## config.mk

```make
export PLATFORM = sky130hd
export DESIGN_NAME = mips_cpu_pc_sequencer
export DESIGN_NICKNAME = d
export VERILOG_FILES = /design/src/rtl/mips_cpu_pc_sequencer.sv
export SDC_FILE = /design/constraint.sdc
export NUM_CORES = 1
export LEC_CHECK = 0
export BUFFER_PORTS_ARGS = -buffer_cell sky130_fd_sc_hd__buf_2
export CAP_MARGIN = 20
export CELL_PAD_IN_SITES_DETAIL_PLACEMENT = 1
export CELL_PAD_IN_SITES_GLOBAL_PLACEMENT = 1
export CORE_ASPECT_RATIO = 0.7
export CORE_MARGIN = 2
export CORE_UTILIZATION = 35
export DETAILED_ROUTE_END_ITERATION = 10
export GPL_TIMING_DRIVEN = 0
export PLACE_DENSITY_LB_ADDON = 0.05
export SLEW_MARGIN = 20
export SYNTH_ARGS = -nofsm -noshare
export SYNTH_HDL_FRONTEND = slang
export SYNTH_SLANG_ARGS = --single-unit
export TNS_END_PERCENT = 20
```

## constraint.sdc

```tcl
create_clock -name clk -period 5.15 [get_ports clk]
set_clock_uncertainty 0.1 [all_clocks]
set_input_delay 0.2575 -clock clk [delete_from_list [all_inputs] [get_ports clk]]
set_output_delay 0.2575 -clock clk [all_outputs]
set_load 0.01 [all_outputs]
```

## src/rtl/mips_cpu_pc_sequencer.sv

```systemverilog
// Program-counter sequencer for the MIPS CPU.
// Owns the fetch address and applies branch, jump-immediate and
// jump-register redirects, with an optional single branch delay slot.
// The CPU halts when the PC is loaded with HALT_ADDR. A misaligned target,
// or a redirect issued from a delay slot, sets a sticky fault flag.
module mips_cpu_pc_sequencer #(
  parameter int          ADDR_W       = 32,
  parameter logic [31:0] RESET_VECTOR = 32'hBFC00000,
  parameter logic [31:0] HALT_ADDR    = 32'h00000000,
  parameter int          DELAY_SLOTS  = 1
) (
  input  logic              clk,
  input  logic              reset,
  input  logic              clk_enable,
  input  logic              redirect_valid,
  input  logic [1:0]        redirect_kind,
  input  logic [15:0]       branch_offset,
  input  logic [25:0]       jump_index,
  input  logic [ADDR_W-1:0] jump_reg,
  output logic [ADDR_W-1:0] instr_address,
  output logic [ADDR_W-1:0] link_address,
  output logic              in_delay_slot,
  output logic              active,
  output logic              fault
);

  localparam logic [ADDR_W-1:0] RESET_PC = ADDR_W'(RESET_VECTOR);
  localparam logic [ADDR_W-1:0] HALT_PC  = ADDR_W'(HALT_ADDR);

  localparam logic [1:0] KIND_BRANCH = 2'd0;
  localparam logic [1:0] KIND_JIMM   = 2'd1;
  localparam logic [1:0] KIND_JREG   = 2'd2;

  typedef enum logic [1:0] {
    ST_RUN    = 2'd0,
    ST_DELAY  = 2'd1,
    ST_HALTED = 2'd2
  } state_t;

  state_t            state_reg, state_next;
  logic [ADDR_W-1:0] pc_reg, pc_next;
  logic [ADDR_W-1:0] target_reg, target_next;
  logic              fault_reg, fault_next;

  logic [ADDR_W-1:0] pc_plus4;
  logic [ADDR_W-1:0] pc_plus8;
  logic [ADDR_W-1:0] branch_disp;
  logic [ADDR_W-1:0] branch_target;
  logic [ADDR_W-1:0] jump_target;
  logic [ADDR_W-1:0] redirect_target;
  logic              redirect_req;
  logic              target_aligned;

  assign pc_plus4      = pc_reg + ADDR_W'(4);
  assign pc_plus8      = pc_reg + ADDR_W'(8);
  assign branch_disp   = {{(ADDR_W-18){branch_offset[15]}}, branch_offset, 2'b00};
  assign branch_target = pc_plus4 + branch_disp;

  // The jump-immediate target keeps the upper PC bits from the delay-slot address.
  // When ADDR_W is exactly 28 there are no upper bits to keep.
  generate
    if (ADDR_W > 28) begin : g_jump_hi
      assign jump_target = {pc_plus4[ADDR_W-1:28], jump_index, 2'b00};
    end else begin : g_jump_nohi
      assign jump_target = {jump_index, 2'b00};
    end
  endgenerate

  // The link address points past the delay slot when a delay slot is present.
  assign link_address = (DELAY_SLOTS != 0) ? pc_plus8 : pc_plus4;

  // Redirect kind 3 is reserved and never counts as a redirect.
  assign redirect_req   = redirect_valid && (redirect_kind != 2'd3);
  assign target_aligned = (redirect_target[1:0] == 2'b00);

  // Select the redirect target for the requested kind.
  always_comb begin
    redirect_target = branch_target;
    case (redirect_kind)
      KIND_BRANCH: redirect_target = branch_target;
      KIND_JIMM:   redirect_target = jump_target;
      KIND_JREG:   redirect_target = jump_reg;
      default:     redirect_target = branch_target;
    endcase
  end

  // State register: PC, FSM state, pending target and sticky fault.
  always_ff @(posedge clk) begin
    if (reset) begin
      state_reg  <= ST_RUN;
      pc_reg     <= RESET_PC;
      target_reg <= '0;
      fault_reg  <= 1'b0;
    end else begin
      state_reg  <= state_next;
      pc_reg     <= pc_next;
      target_reg <= target_next;
      fault_reg  <= fault_next;
    end
  end

  // Next-state logic. A stall holds everything. Loading HALT_PC halts the CPU,
  // whichever path produced that value.
  always_comb begin
    state_next  = state_reg;
    pc_next     = pc_reg;
    target_next = target_reg;
    fault_next  = fault_reg;
    if (clk_enable) begin
      case (state_reg)
        ST_RUN: begin
          pc_next = pc_plus4;
          if (redirect_req) begin
            if (!target_aligned) begin
              fault_next = 1'b1;
            end else if (DELAY_SLOTS != 0) begin
              target_next = redirect_target;
              state_next  = ST_DELAY;
            end else begin
              pc_next = redirect_target;
            end
          end
          if (pc_next == HALT_PC) state_next = ST_HALTED;
        end
        ST_DELAY: begin
          pc_next    = target_reg;
          state_next = ST_RUN;
          if (redirect_req) fault_next = 1'b1;
          if (pc_next == HALT_PC) state_next = ST_HALTED;
        end
        default: begin
          state_next = ST_HALTED;
        end
      endcase
    end
  end

  // Output decode from the registered state.
  always_comb begin
    instr_address = pc_reg;
    in_delay_slot = (state_reg == ST_DELAY);
    active        = (state_reg != ST_HALTED);
    fault         = fault_reg;
  end

endmodule

```

==> run metrics <==
status=completed; initial antenna violation count=0; Comb power frac=0.306; Worst Tran Pin Value=0.966 ns; Switching Power=0.642 mW; via count=6849; Fin. Hold Viols=0; leading area contributor after synthesis=dfxtp_1; clock latency at the later pin of the worst-skew pair=0.34 ns; critical path cell sequence=ha_1 > nand3_2 > nor4_4 > nand2_2 > xnor2_1 > ha_1 > a211o_1 > a31o_2 > a31o_2 > nand4_1 > a21oi_1 > o31ai_1 > mux2i_1 > o21ai_1; WL final=26500 um; Rows=40; part of the power in registers=0.319; routability congestion estimate=0.906; first-pass GRT wire length=40200 um; gr ovfl total=0; Sw Ratio=0.345; CTS HTree Levels=3; cts hold-fix bufs=0; yosys warns=0; Max Fclk=0.212 GHz; clk slew on worst S/H paths=0.06 ns; Layout area overhead=21.6%; Hold WC Path Type=in -> reg; Register-to-Register Path Depth=14; Synth cell types=80; worst hold stages=4; Syn Nets=914; CTS tree=done; largest net degree at the start of global routing=21; Avg Inst Size Synth=7.84 um2; TritonCTS Sinks=67; Setup Crit Path Kind=reg -> reg; IO Count=147; setup TNS=0 ns; slowest CP cell=nor4_4; die width=163 um; Cells after Synth=794; RSZ-0062 raised after global routing=false; WP depth=14; post-CTS setup buffer count=0; DRC=0; Hold WS=0.198 ns; WP buf/inv=0; Port Buffers=146; Yosys top cell area share=0.216; most common cell in the synthesized netlist=nor2_1; Area contributors post-synth=dfxtp_1 (22%), ha_1 (7.8%), xnor2_1 (6.2%); most instantiated cells after synthesis=nor2_1 (86), nand2_1 (69), dfxtp_1 (67), a21oi_1 (53), xnor2_1 (44); Async S/R FF share, synth=0; share of cells above drive strength 1=0.228; peak fanout along the critical path=7; Die Ht=116 um; TritonRoute pass-1 iters=6; DR WL/cell=22.4 um; Clk pwr share=0.374; full die area=0.0189 mm2; CP arrival=4.85 ns; endpoints failing setup=0; final net count=1071; vias in the first global route=6921; post-route antenna net violation count=0; HPWL after detailed placement=21500 um; WP data required=5.28 ns; ANT cells=0; root buffer cell=clkbuf_16; Synth Cell Area=0.00622 mm2; core area=0.0173 mm2; Resize count post-CTS=0; DRT iter0 DRCs=437; Post-synth EDFFs=0; Max VDD drop=155 uV; Worst slew margin=0.351; startpoint types=register; CP peak stage delay=0.59 ns; Cell Int Power=1.22 mW; FF+latch count, synth=67; total track usage=0.279; sequential-to-total area share from yosys stat=0.216; Via density=5.77; CTS Buffer Depth=2; period utilisation layout=0.917; Final Max Slew Viols=0; Initial Utilization=0.360; PD cells=245 mW/mm2; max-cap violations=0; minimum clock period=4.72 ns; CTS Buf Count=9; Top delay family on crit path=compound AO/OA/AOI/OAI gates; Crit. End Element=register; Synth Flop Type=dfxtp_1; Lkg Pwr=3.34 nW
[layout by cell type, fill, tap and decap left out, types with 5 or more instances in the layout]
cell       instances
dfxtp_1           67
nor4_1            11
a221oi_1          18
nand2_2            5
buf_4              5
o22ai_1            5
a211o_1            9
ha_1              39
nand4_1           10
xnor2_1           44
nor2_1            86
nand2_1           69
nor2b_1           11
o21ai_0           32
nor3b_1            5
a211oi_1          28
nand3_1           23
a31oi_1            7
buf_2            156
clkbuf_1          34
nor3_1            19
a21oi_1           53
and3_1             6
o211ai_1           5
buf_1              6
mux2i_1           14
o221ai_1           6
a22oi_1            6
a21o_1            14
o21bai_1           6
xor2_1            27
a222oi_1          13
clkbuf_16          9
inv_1             17
[cells by family (layout without fill, tap and decap cells)]
kind of cell,count (synthesis),count (layout),share of synthesized area
and+or+nand+nor,286,286,0.243
AOI/OAI and AO/OA,230,230,0.258
buffers and inverters,79,240,0.0619
xor gates and xnor gates,77,77,0.116
DFF,67,67,0.216
adders and majority gates,40,40,0.0816
muxes,15,15,0.0243
[layout make-up]
class	instances	area, um2
Buffer	61	318
Clock buffer	11	253
Clock inverter	4	73.8
Fill cell	2210	9700
Inverter	18	67.6
Multi-Input combinational cell	648	4500
Sequential cell	67	1340
Tap cell	231	289
Timing Repair Buffer	146	731
[worst register-to-register path, stage by stage (launching register included)]
cell	delay, ns
dfxtp_1	0.52
ha_1	0.32
nand3_2	0.20
nor4_4	0.59
nand2_2	0.23
xnor2_1	0.34
ha_1	0.38
a211o_1	0.31
a31o_2	0.22
a31o_2	0.25
nand4_1	0.18
a21oi_1	0.15
o31ai_1	0.50
mux2i_1	0.25
o21ai_1	0.07
[power by group through the flow]
| stage | Clock (mW) | Combinational (mW) | Sequential, mW |
|---|---|---|---|
| after global routing | 0.722 | 0.621 | 0.597 |
| after CTS | 0.695 | 0.564 | 0.592 |
| final | 0.695 | 0.569 | 0.593 |
| after floorplan | 0 | 0.353 | 0.595 |
| after detailed placement | 0 | 0.560 | 0.603 |
| after global placement | 0 | 0.548 | 0.602 |
[per-layer routing]
metal / GRT usage / up-vias / part of all wire
met3: 0.0433 / 34 / 0.060
li1: - / 3252 / -
met4: 0.0732 / 0 / 0.020
met1: 0.386 / 3355 / 0.48
met2: 0.455 / 208 / 0.44
met5: 0 / - / 0
[worst paths after layout]
| kind | startpoint | slack, ns | to |
|---|---|---|---|
| min reg2reg | fault | 0.38 | fault |
| max | instr_address[4] | 0.43 | target_reg[31] |
| min | jump_index[25] | 0.20 | target_reg[27] |
| max reg2reg | instr_address[4] | 0.43 | target_reg[31] |
[through the flow]
step | setup WS, ns | cell area, um2 | instances | utilization | power, mW
after floorplan | 1.49 | 6220 | 794 | - | 0.948
after global placement | 0.531 | 7240 | 1171 | 0.419 | 1.15
after detailed placement | 0.534 | 7240 | 1171 | 0.419 | 1.16
after CTS | 0.475 | 7570 | 1186 | 0.438 | 1.85
after global routing | 0.143 | 7570 | 1186 | 0.438 | 1.94
final | 0.426 | 7570 | 1186 | 0.438 | 1.86
No activity file was read; power rests on OpenSTA's default activity.
